==> src/rtl/reg_value_uart_tx.sv <==
// Register monitor: sends "R2=" + 4 hex digits + CR LF over an 8N1 UART whenever the
// watched value changes (and once after reset). Only the newest value is reported.
module reg_value_uart_tx #(
    parameter int unsigned CLKS_PER_BIT = 868,
    parameter int unsigned DATA_W       = 13
) (
    input  logic              clk,
    input  logic              rst,
    input  logic [DATA_W-1:0] value,
    output logic              tx,
    output logic              busy,
    output logic              frame_done,
    output logic [7:0]        dropped_cnt
);

    localparam int unsigned CW = (CLKS_PER_BIT > 1) ? $clog2(CLKS_PER_BIT) : 1;
    localparam logic [CW-1:0] BAUD_LAST = CW'(CLKS_PER_BIT - 1);

    typedef enum logic [1:0] {IDLE, START, DATA, STOP} state_t;

    state_t            state_q, state_d;
    logic [CW-1:0]     baud_q, baud_d;
    logic [2:0]        bit_q, bit_d;
    logic [3:0]        char_q, char_d;
    logic [7:0]        shreg_q, shreg_d;
    logic [15:0]       snap_q, snap_d;
    logic [15:0]       latest_q, latest_d;
    logic [DATA_W-1:0] prev_q, prev_d;
    logic              pending_q, pending_d;
    logic              tx_q, tx_d;
    logic              done_q, done_d;
    logic [7:0]        drop_q, drop_d;
    logic              changed, baud_last, start_frame;
    logic [15:0]       value16;

    function automatic logic [7:0] hex_char(input logic [3:0] n);
        return (n < 4'd10) ? (8'h30 + {4'h0, n}) : (8'h37 + {4'h0, n});
    endfunction

    function automatic logic [7:0] char_of(input logic [3:0] idx, input logic [15:0] s);
        case (idx)
            4'd0:    return 8'h52;
            4'd1:    return 8'h32;
            4'd2:    return 8'h3D;
            4'd3:    return hex_char(s[15:12]);
            4'd4:    return hex_char(s[11:8]);
            4'd5:    return hex_char(s[7:4]);
            4'd6:    return hex_char(s[3:0]);
            4'd7:    return 8'h0D;
            default: return 8'h0A;
        endcase
    endfunction

    assign value16 = 16'(value);

    always_ff @(posedge clk) begin
        if (!rst) begin
            state_q   <= IDLE;
            baud_q    <= '0;
            bit_q     <= '0;
            char_q    <= '0;
            shreg_q   <= '0;
            snap_q    <= '0;
            latest_q  <= value16;
            prev_q    <= value;
            pending_q <= 1'b1;
            tx_q      <= 1'b1;
            done_q    <= 1'b0;
            drop_q    <= '0;
        end else begin
            state_q   <= state_d;
            baud_q    <= baud_d;
            bit_q     <= bit_d;
            char_q    <= char_d;
            shreg_q   <= shreg_d;
            snap_q    <= snap_d;
            latest_q  <= latest_d;
            prev_q    <= prev_d;
            pending_q <= pending_d;
            tx_q      <= tx_d;
            done_q    <= done_d;
            drop_q    <= drop_d;
        end
    end

    always_comb begin
        state_d     = state_q;
        baud_d      = baud_q;
        bit_d       = bit_q;
        char_d      = char_q;
        shreg_d     = shreg_q;
        snap_d      = snap_q;
        tx_d        = tx_q;
        done_d      = 1'b0;
        start_frame = 1'b0;
        changed     = (value != prev_q);
        baud_last   = (baud_q == BAUD_LAST);
        latest_d    = changed ? value16 : latest_q;
        prev_d      = changed ? value : prev_q;
        pending_d   = pending_q | changed;
        drop_d      = drop_q;
        if (changed && pending_q && (state_q != IDLE) && (drop_q != 8'hFF))
            drop_d = drop_q + 8'd1;

        // tx is registered: each branch loads the level the line must carry after this edge
        case (state_q)
            IDLE: begin
                tx_d = 1'b1;
                if (pending_q || changed)
                    start_frame = 1'b1;
            end
            START: begin
                if (baud_last) begin
                    state_d = DATA;
                    baud_d  = '0;
                    bit_d   = '0;
                    tx_d    = shreg_q[0];
                end else begin
                    baud_d = baud_q + 1'b1;
                end
            end
            DATA: begin
                if (baud_last) begin
                    baud_d = '0;
                    if (bit_q == 3'd7) begin
                        state_d = STOP;
                        tx_d    = 1'b1;
                    end else begin
                        bit_d   = bit_q + 3'd1;
                        shreg_d = shreg_q >> 1;
                        tx_d    = shreg_q[1];
                    end
                end else begin
                    baud_d = baud_q + 1'b1;
                end
            end
            default: begin
                if (baud_last) begin
                    baud_d = '0;
                    if (char_q != 4'd8) begin
                        char_d  = char_q + 4'd1;
                        shreg_d = char_of(char_q + 4'd1, snap_q);
                        state_d = START;
                        tx_d    = 1'b0;
                    end else begin
                        done_d = 1'b1;
                        tx_d   = 1'b1;
                        if (pending_q || changed)
                            start_frame = 1'b1;
                        else
                            state_d = IDLE;
                    end
                end else begin
                    baud_d = baud_q + 1'b1;
                end
            end
        endcase

        if (start_frame) begin
            snap_d    = latest_d;
            pending_d = 1'b0;
            char_d    = '0;
            shreg_d   = 8'h52;
            state_d   = START;
            baud_d    = '0;
            tx_d      = 1'b0;
        end
    end

    assign tx          = tx_q;
    assign busy        = (state_q != IDLE);
    assign frame_done  = done_q;
    assign dropped_cnt = drop_q;

endmodule

==> config.mk <==
export PLATFORM = sky130hd
export DESIGN_NAME = reg_value_uart_tx
export DESIGN_NICKNAME = d
export VERILOG_FILES = /design/src/rtl/reg_value_uart_tx.sv
export SDC_FILE = /design/constraint.sdc
export NUM_CORES = 1
export LEC_CHECK = 0
export CAP_MARGIN = 20
export CORE_ASPECT_RATIO = 0.9
export CORE_MARGIN = 2
export CORE_UTILIZATION = 52
export DETAILED_ROUTE_END_ITERATION = 12
export HOLD_SLACK_MARGIN = 0.1
export PLACE_DENSITY = 0.77
export SLEW_MARGIN = 15
export SYNTH_ARGS = -nofsm -noshare
export SYNTH_HDL_FRONTEND = slang
export SYNTH_SLANG_ARGS = --single-unit
==> constraint.sdc <==
create_clock -name clk -period 4.2 [get_ports clk]
set_clock_uncertainty 0.2 [all_clocks]
set_input_delay 0.42 -clock clk [delete_from_list [all_inputs] [get_ports clk]]
set_output_delay 0.42 -clock clk [all_outputs]
set_load 0.005 [all_outputs]
# Yosys cells after proc, flatten, opt, wreduce, memory -nomap -nowiden
# Cells that the tools add are included.
totals:
  input_bits: 15
  reg_bits: 83
  word_cells: 128
  output_inout_bits: 11
op_classes:
  bitwise_logic: 6
  eq_ne: 27
  n_addsub: 12
  order_cmp: 4
  reduce_logical: 24
  muxes: 40
ops:
  columns: ["op", "n"]
  rows:
  - ["6-bit by 4-bit adder with 7-bit output, first input constant", 8]
  - ["7-bit one-hot mux with 8 select lines", 1]
  - ["13-bit 2-to-1 mux", 3]
  - ["7-bit 2-to-1 mux", 5]
  - ["8-bit 2-to-1 mux", 4]
  - ["4-bit AND reduction", 5]
  - ["4-bit by 3-bit == test with 1-bit output, second input constant", 4]
  - ["4-bit less-than comparator, second input constant", 4]
  - ["16-bit 2-to-1 mux", 1]
  - ["8-bit one-hot mux with 2 select lines", 1]
  - ["13-bit inequality test", 1]
  - ["2-bit 2-to-1 mux", 6]
  - ["3-bit inequality test, second input constant", 4]
  - ["1-bit 2-to-1 mux", 11]
  - ["10-bit by 1-bit adder with 10-bit output, second input constant", 1]
  - ["10-bit == test, second input constant", 1]
  - ["10-bit 2-to-1 mux", 1]
  - ["2-bit inequality test, second input constant", 5]
  - ["3-bit 2-to-1 mux", 3]
  - ["8-bit by 1-bit adder with 8-bit output, second input constant", 1]
  - ["4-bit by 2-bit == test with 1-bit output, second input constant", 2]
  - ["8-bit inequality test, second input constant", 1]
  - ["2-bit nonzero test", 4]
  - ["2-bit one-hot mux with 3 select lines", 1]
  - ["24 further kinds", 35]

# Longest topological paths before layout
# Gate-level depths: netlist of the first run.
depth:
  depth_word: 8
  depth_mapped: 10
  depth_no_buf: 8

# Worst setup path after synthesis of the first run
# Ideal clock, no wire load.
synth_path:
  path_type: "reg-to-reg"
  startpoint: "reg char_q[0]"
  endpoint: "reg shreg_q[3]"
  n_path_buf: 1
  setup_ns: 0.130
  stages_incl_launch_ff: 9
  t_required_ns: 3.870
  arrival_ns: 2.076
  slack_ns: 1.794
  period_less_slack_ns: 2.406
  path_cell_list: "dfxtp_1 ha_1 clkbuf_1 mux2_2 nand2_1 o32ai_1 or4_1 nor4_1 o32ai_1"
synth_between:
  elab_chain_cells: 6
  elab_cells_between_ends: 20
  cone_classes: "add/sub (1); eq/ne (8); mux (7); reduce/logical (4)"
synth_lines:
  columns: ["item", "line_no", "text"]
  rows:
  - ["from (decl)", "24", "logic [3:0] char_q, char_d;"]
  - ["from (signal assigned)", "74", "char_q <= char_d;"]
  - ["4-bit by 1-bit adder with 4-bit output", "142", "shreg_d = char_of(char_q + 4'd1, snap_q);"]
  - ["4-bit by 3-bit == test with 1-bit output (tied with other cells)", "41", "case (idx)"]
  - ["7-bit one-hot mux with 8 select lines", "41", null]
  - ["8-bit 2-to-1 mux", "140", "if (char_q != 4'd8) begin"]
  - ["8-bit 2-to-1 mux", "138", "if (baud_last) begin"]
  - ["8-bit one-hot mux with 2 select lines", "106", "case (state_q)"]
  - ["to (signal assigned)", "75", "shreg_q <= shreg_d;"]
  - ["to (decl)", "25", "logic [7:0] shreg_q, shreg_d;"]
# Several ways; a longest one is shown, not always the timed one. The select of a mux whose other input is x is not followed.
# A chain may end at the register's enable or synchronous reset.

# Final worst setup path of the first run
layout_path:
  startpoint: "reg char_q[0]"
  endpoint: "reg tx_q (netlist: tx)"
layout_between:
  elab_chain_cells: 6
  elab_cells_between_ends: 12
  cone_classes: "eq/ne (3); mux (7); reduce/logical (2)"
layout_lines:
  columns: ["item", "line_no", "text"]
  rows:
  - ["4-bit inequality test (*)", "140", null]
  - ["1-bit 2-to-1 mux", "140", null]
  - ["1-bit 2-to-1 mux", "138", null]
  - ["1-bit one-hot mux with 2 select lines", "106", null]
  - ["3-bit inequality test (no line) / 3-bit nonzero test (equally long branches)", null, null]
  - ["3-bit AND reduction (no line)", null, null]
  - ["to (signal assigned)", "80", "tx_q <= tx_d;"]
  - ["to (decl)", "30", "logic tx_q, tx_d;"]
# Every way passes the cells marked *; elsewhere a longest branch is shown, timed or not. The select of a mux whose other input is x is not followed.

==> metrics.sh, run 1 <==
SYNTH-EDFF-COUNT=13
LAYOUT.NETS=531
TIMING.FINAL.SETUP_VIOLATIONS=0
IRDROPWORSTVDD_mV=0.249
CLK_ROOT_BUFFER_CELL='clkbuf_8'
CTS_RESIZED=0
NETLIST_INSTANCES=480
CTS_SINKS=82
FINAL_CORE_UTIL=0.601
ANT_NETS=0
LAYOUT_WORST_PATH_CYCLE_SHARE=0.672
POST_LAYOUT_NONFILLER_INSTANCES=603
INITIAL_STANDARD_CELL_UTILIZATION_OF_THE_CORE=0.541
TOTAL_SWITCHING_POWER_uW=489
CHIPHEIGHT_UM=91.1
VIAS_PER_CELL=5.97
ENDPOINT_KIND='flip-flop'
MIN-DELAY-PATH-CLASS='reg -> reg'
SYNTH_FP_NETS=512
MAX_SLEW_MARGIN=0.307
FIRST_ITER_VIOLATIONS=183
CLOCKBUFFERDEPTH=2
COMB_POWER_SHARE=0.128
POWER.SEQUENTIAL.FRACTION=0.530
MIN_PERIOD_PS=2820
DIE_X_UM=101
NUMBER_OF_PORT_BUFFERS=25
STD_CELL_ROWS=31
MIN_TO='latest_q[7]'
DP_HPWL_UM=6490
YOSYSSEQAREASHARE=0.404
MAXCLOCKFREQUENCY_GHz=0.354
WORSTHOLDSTART='latest_q[7]'
DR_TOTAL_VIAS=3597
DRIVE_ABOVE_1_SHARE=0.0714
FIRST_GLOBAL_VIAS=3391
CTS_TREE='done'
POST-ROUTE-CELL-AREA_SQ_UM=4870
DR.PASS1.ITERS=6
FINALHOLDVIOLCOUNT=0
YS.WARNINGS.COUNT=0
REG2REG_SLACK_PS=1380
SYNTH-SEQ-CELLS=82
DRC_ERRORS=0
YOSYS.CELL_TYPES.COUNT=71
GRT_MAX_DEGREE=36
FINALWEIGHTEDCONGESTION=0.884
ANTENNA_FOUND_INITIAL=0
PRE_CTS_SLACK_PS=1100
TIMING.HOLD.WORST_PATH_DEPTH=1
CP_MAX_FO=35
SKEW_PAIR_LATE_INSERTION_DELAY_PS=360
WORST-ENDPOINT-ARRIVAL_PS=2820
TNS_SETUP_PS=0
REG2REG_DEPTH=8
REGTOREGSTARTPOINT='char_q[0]'
REG2REG_END='tx'
SYNTH_TOP_CELLS_BY_AREA='dfxtp_1, edfxtp_1, xnor2_1, ha_1, mux2i_1'
CELL_AREA_AFTER_TECHNOLOGY_MAPPING_SQ_UM=4380
OUTCOME='finished, final reports clean'
CTSHOLDBUFFERS=0
P_INT_uW=1160
NUMCTSBUFFERS=9
PLACED_CELLS_INCL_TAPS=587
CTS.REPAIR_TIMING.SETUP_BUFFER_COUNT=0
CLKTRANSATPATHREGS_PS=100
YOSYS.AREA.TOP_TYPE_SHARE=0.315
GLOBAL_ROUTE_WIRE_LENGTH_BEFORE_REPAIR_UM=15700
YS_ASYNC_SR_FRACTION=0
DIE_AREA_SQ_UM=9180
GRTUSAGETOTAL=0.210
WORST_PIN_SLEW_PS=1030
TOTALWIRELENGTH_UM=9230
GRT_SETUP_UNREPAIRED='false'
CRIT_TYPE='reg -> reg'
GRT_REMAINING_OVERFLOW=0
FLOORPLAN.CORE_AREA_SQ_UM=8110
POWER.SHARE.SWITCHING=0.296
DOMINANTREGCELLSYNTH='dfxtp_1'
CTS_MAX_LEVEL=3
FINAL.SETUP.WORST_SLACK_PS=1380
NUM_IO_PINS=26
REPORT.FINAL.SLEW_VIOL_COUNT=0
DRV_CAP=0
STARTPOINT_TYPE='flip-flop'
AVGROUTEDWIREPERCELL_UM=15.3
CRITICAL_PATH_REQUIRED_PS=4200
P_LEAK_uW=0.00172
CELL_TYPE_WITH_THE_LARGEST_TOTAL_AREA_AFTER_SYNTHESIS='dfxtp_1'
POST_SYNTH.CELL_AREA_AVG_SQ_UM=9.13
ANTENNA_CELL_COUNT=0
LAYOUT-AREA-OVERHEAD-VS-SYNTH_PCT=11.3
CLOCK_NETWORK_POWER_SHARE=0.342
DETAILED_PLACE.AREA_SQ_UM=4680
POWER_DENSITY_OF_THE_PLACED_CELLS_nW_PER_UM2=339
==> critical path, stage by stage (launching register included) <==
cell and delay (ps):
dfxtp_1 400, inv_1 120, ha_1 420, nor3b_1 260, buf_4 180, a31oi_2 150, nor2_4 600, a221o_1 220
o221ai_1 100
==> flip-flops by register name (all words and copies together) (netlist names), 2 cells and up <==
name and flops:
prev_q 13, baud_q 10, state_q 2, char_q 4
dropped_cnt 8, bit_q 3, latest_q 16, shreg_q 7
snap_q 16
==> cell usage in the layout (no fill, tap or decap), types with 4 or more instances in the layout <==
cell | synthesis | layout
clkbuf_8 | 0 | 9
and3_1 | 10 | 10
mux2_1 | 9 | 9
nand2b_1 | 5 | 5
nor3_1 | 8 | 8
clkdlybuf4s50_1 | 0 | 25
mux2i_1 | 20 | 20
xnor2_1 | 27 | 27
mux2_2 | 5 | 5
a22oi_1 | 4 | 4
a21oi_1 | 35 | 35
nand3_1 | 18 | 18
buf_4 | 2 | 4
nor3b_1 | 5 | 5
dfxtp_1 | 69 | 69
xor2_1 | 6 | 6
a211oi_1 | 6 | 6
edfxtp_1 | 13 | 13
nor2_1 | 36 | 36
inv_8 | 0 | 4
o21ai_0 | 34 | 34
inv_1 | 21 | 21
nand4_1 | 4 | 4
nand2_1 | 34 | 34
nor2b_1 | 8 | 8
nor4_1 | 5 | 5
ha_1 | 17 | 17
==> cell usage after synthesis (9+ instances only) <==
cell type	instances
nand3_1	18
xnor2_1	27
clkbuf_1	10
a21oi_1	35
ha_1	17
and3_1	10
inv_1	21
o21ai_0	34
mux2_1	9
edfxtp_1	13
mux2i_1	20
nor2_1	36
nand2_1	34
dfxtp_1	69
==> metal layers <==
metal / vias to the layer above / part of all wire / GRT usage / routed length, um
met4: 0 / 0.011 / 0.0548 / 97
met5: - / 0 / 0 / 0
met1: 1730 / 0.48 / 0.288 / 4410
met2: 90 / 0.47 / 0.341 / 4330
met3: 11 / 0.043 / 0.0362 / 399
li1: 1766 / - / - / -
==> worst max path at each step <==
stage	start	end	slack, ps	cells after the start
2_1_floorplan	char_q[0]	shreg_q[3]	1790	8
3_3_place_gp	value[12]	tx	1190	8
3_5_place_dp	value[11]	tx	1100	8
4_1_cts	char_q[0]	tx	1420	8
5_1_grt	char_q[0]	tx	1200	8
6_report	char_q[0]	tx	1380	8
==> power by group through the flow <==
stage / Clock (uW) / Combinational, uW / Sequential, uW
finish: 565 / 212 / 875
CTS: 579 / 210 / 874
global route: 609 / 238 / 881
global placement: 0 / 201 / 890
floorplan: 0 / 151 / 881
detailed placement: 0 / 209 / 892
==> cell families (layout without fill, tap and decap cells) <==
| logic type | Yosys count | after routing | share of synthesized area |
|---|---|---|---|
| flops | 82 | 82 | 0.404 |
| fa+ha+maj | 17 | 17 | 0.0485 |
| simple gates | 158 | 158 | 0.196 |
| xor+xnor | 33 | 33 | 0.0660 |
| compound gates | 113 | 113 | 0.161 |
| buf+inv | 43 | 67 | 0.0425 |
| mux | 34 | 34 | 0.0817 |
==> final cells by class <==
type,instances,area [sq um]
Tap cell,99,124
Clock buffer,9,124
Clock inverter,7,68.8
Fill cell,666,3230
Sequential cell,82,1770
Inverter,22,82.6
Multi-Input combinational cell,355,2420
Timing Repair Buffer,29,280
==> metrics by stage <==
step	hold slack, ps	power, uW
2_1_floorplan	234	1030
3_3_place_gp	242	1090
3_5_place_dp	252	1100
4_1_cts	274	1660
5_1_grt	283	1730
6_report	268	1650
No activity file was read; power rests on OpenSTA's default activity.
==> run 2, diff against run 1 <==
==> constraint.sdc (replaced) <==
create_clock -name clk -period 2.8 [get_ports clk]
set_clock_uncertainty 0.2 [all_clocks]
set_input_delay 0.28 -clock clk [delete_from_list [all_inputs] [get_ports clk]]
set_output_delay 0.28 -clock clk [all_outputs]
set_load 0.005 [all_outputs]
==> run 2 against run 1 <==
  * Clock-buffer cell count unchanged
  * Non-clock buffer count is 14 higher
  * Clock power up 71%
  * Sequential power rose by 50%
  * Die area unchanged
  * Routed wire length rose by 2.3%
  * Total power is 58% higher
  * Critical path depth decreased by 1
  * First-iteration DRC count up 52%
  * Via count up 0.61%
  * Largest power group unchanged
  * Cell count grew 2.3%
  * Fmax up 8.7%
==> metrics.sh, run 2 (same netlist as run 1, synthesis figures left out) <==
LAYOUT_WORST_PATH_CYCLE_SHARE=0.927  # +0.255
STD_CELL_ROWS=31  # unchanged
CHIPHEIGHT_UM=91.1  # unchanged
DETAILED_PLACE.AREA_SQ_UM=4790  # +2.2%
CTS_TREE='done'
DR.PASS1.ITERS=4  # -2
FIRST_GLOBAL_VIAS=3523  # +3.9%
NUM_IO_PINS=26  # unchanged
DRC_ERRORS=0  # unchanged
STARTPOINT_TYPE='flip-flop'
FINAL_CELL_MIX='dfxtp_1, nor2_1, a21oi_1'
POST_LAYOUT_NONFILLER_INSTANCES=617  # +2.3%
MIN_PERIOD_PS=2600  # -227 ps
CLKTRANSATPATHREGS_PS=90  # about the same
FIRST_ITER_VIOLATIONS=279  # +52%
DP_HPWL_UM=6940  # +6.9%
GRT_REMAINING_OVERFLOW=0  # unchanged
CTS_MAX_LEVEL=3  # unchanged
ANTENNA_FOUND_INITIAL=0  # unchanged
LAYOUT.CELLS.MOST_COMMON='dfxtp_1'
MAXCLOCKFREQUENCY_GHz=0.385  # +8.7%
MIN-DELAY-PATH-CLASS='reg -> reg'
TOP_REGS='latest_q x16, snap_q x16, prev_q x13'
GR-USAGE-MET2=0.349  # +0.00778
FINAL_HOLD_SLACK_PS=270  # +1.77 ps
FLOORPLAN.CORE_AREA_SQ_UM=8110  # unchanged
REPORT.FINAL.SLEW_VIOL_COUNT=0  # unchanged
WORST-ENDPOINT-ARRIVAL_PS=2640  # -180 ps
NUMBER_OF_PORT_BUFFERS=25  # unchanged
CP_MAX_FO=5  # -86%
GR-MAX-USAGE-LAYER='met2'
FINALHOLDVIOLCOUNT=0  # unchanged
GLOBAL_ROUTING_MET1_RESOURCE_UTILIZATION=0.309  # +0.0207
TOTALWIRELENGTH_UM=9450  # +2.3%
NUMCTSBUFFERS=9  # unchanged
SKEW_PAIR_LATE_INSERTION_DELAY_PS=360  # about the same
GRT_SETUP_UNREPAIRED='false'
GRTUSAGEMET3=0.0446  # +0.00847
CRIT_CHAIN='ha_1 -> nor4bb_1 -> nand4_1 -> nand2b_1 -> nor4_2 -> nor3b_1 -> nor3_1'
DRV_CAP=0  # unchanged
PRE_CTS_SLACK_PS=42.7  # -1060 ps
GLOBAL_ROUTE_WIRE_LENGTH_BEFORE_REPAIR_UM=16600  # +6.1%
CPMAXSTAGEDELAYCELL='dfxtp_1'
ANT_NETS=0  # unchanged
WORST_PIN_SLEW_PS=1010  # -19.1 ps
CLK_ROOT_BUFFER_CELL='clkbuf_8'
CTS_SINKS=82  # unchanged
MAX_SLEW_MARGIN=0.320  # +0.0129
POST-ROUTE-CELL-AREA_SQ_UM=5010  # +2.9%
CTS.REPAIR_TIMING.SETUP_BUFFER_COUNT=0  # unchanged
ENDPOINT_KIND='flip-flop'
DIE_AREA_SQ_UM=9180  # unchanged
OUTCOME='finished, final reports clean'
INITIAL_STANDARD_CELL_UTILIZATION_OF_THE_CORE=0.541  # unchanged
POWER_DENSITY_OF_THE_PLACED_CELLS_nW_PER_UM2=519  # +53%
ANTENNA_CELL_COUNT=0  # unchanged
LAYOUT-AREA-OVERHEAD-VS-SYNTH_PCT=14.4
IRDROPWORSTVDD_mV=0.405  # +63%
AVGROUTEDWIREPERCELL_UM=15.3  # about the same
TIMING.FINAL.SETUP_VIOLATIONS=0  # unchanged
P_LEAK_uW=0.00180  # +4.9%
LAYOUT.NETS=545  # +2.6%
REG2REG_SLACK_PS=200  # -1170 ps
GRT_MAX_DEGREE=36  # unchanged
GRTUSAGETOTAL=0.223  # +0.0133
VIAS_PER_CELL=5.87  # -1.7%
FINAL.SETUP.WORST_SLACK_PS=205  # -1170 ps
CRIT_TYPE='reg -> reg'
CLOCKBUFFERDEPTH=2  # unchanged
DR_TOTAL_VIAS=3619  # +0.61%
FINALWEIGHTEDCONGESTION=0.881  # -0.38%
LAYOUT.FILLER_CELLS=666  # unchanged
CRITICAL_PATH_REQUIRED_PS=2840  # -1360 ps
PLACED_CELLS_INCL_TAPS=601  # +2.4%
CRITPATHMAXSTAGEDELAY_PS=400  # -200 ps
TNS_SETUP_PS=0  # unchanged
DIE_X_UM=101  # unchanged
DRIVE_ABOVE_1_SHARE=0.0965  # +0.0251
## run 2: cell count changes in the layout (fill, tap and decap cells not counted), sizes merged
cell and change:
bufinv +2, inv -1, buf +14, clkinvlp -1
## run 2: final cells by class
cell class	instances	area, sq um	area share
Sequential cell	82	1770	0.353
Multi-Input combinational cell	355	2430	0.485
Clock inverter	7	97.6	0.0195
Tap cell	99	124	0.0247
Timing Repair Buffer	43	385	0.0768
Clock buffer	9	124	0.0247
Inverter	22	82.6	0.0165
## run 2: report_power, final
group          switching (uW)  leakage (uW)  total (uW)  internal, uW
logic                     179      0.000992         326           147
registers                57.9      0.000704        1310          1250
clock network             456      0.000108         965           509
total                     693       0.00180        2600          1910
## run 2: metal layers
layer / wire length (um) / part of all wire
met4: 123 / 0.013
met1: 4510 / 0.48
met2: 4420 / 0.47
met5: 0 / 0
met3: 389 / 0.041
## run 2: path summary, 6_finish.rpt
check	depth (start not counted)	start	end
hold reg to reg	1	latest_q[3]	latest_q[3]
setup / recovery	7	baud_q[0]	shreg_q[2]
hold / removal	1	latest_q[3]	latest_q[3]
setup reg to reg	7	baud_q[0]	shreg_q[2]
## run 2: metrics by stage
stage / total power [uW] / util
4_1_cts: 2620 / 0.618
5_1_grt: 2720 / 0.619
3_3_place_gp: 1640 / 0.591
3_5_place_dp: 1660 / 0.591
2_1_floorplan: 1550 / -
6_report: 2600 / 0.619
## run 2: what timing repair did
action | 4_1_cts | 5_1_grt
endpoints found under the setup margin | 0 | 1
resized for setup | 0 | 1
hold buffers | 0 | 0
## run 2: critical path: cells and delay by family, from the launching register on
| family | cells | cell delay [ps] |
|---|---|---|
| adders and majority gates | 1 | 270 |
| and+or+nand+nor | 6 | 1610 |
| DFF | 1 | 400 |
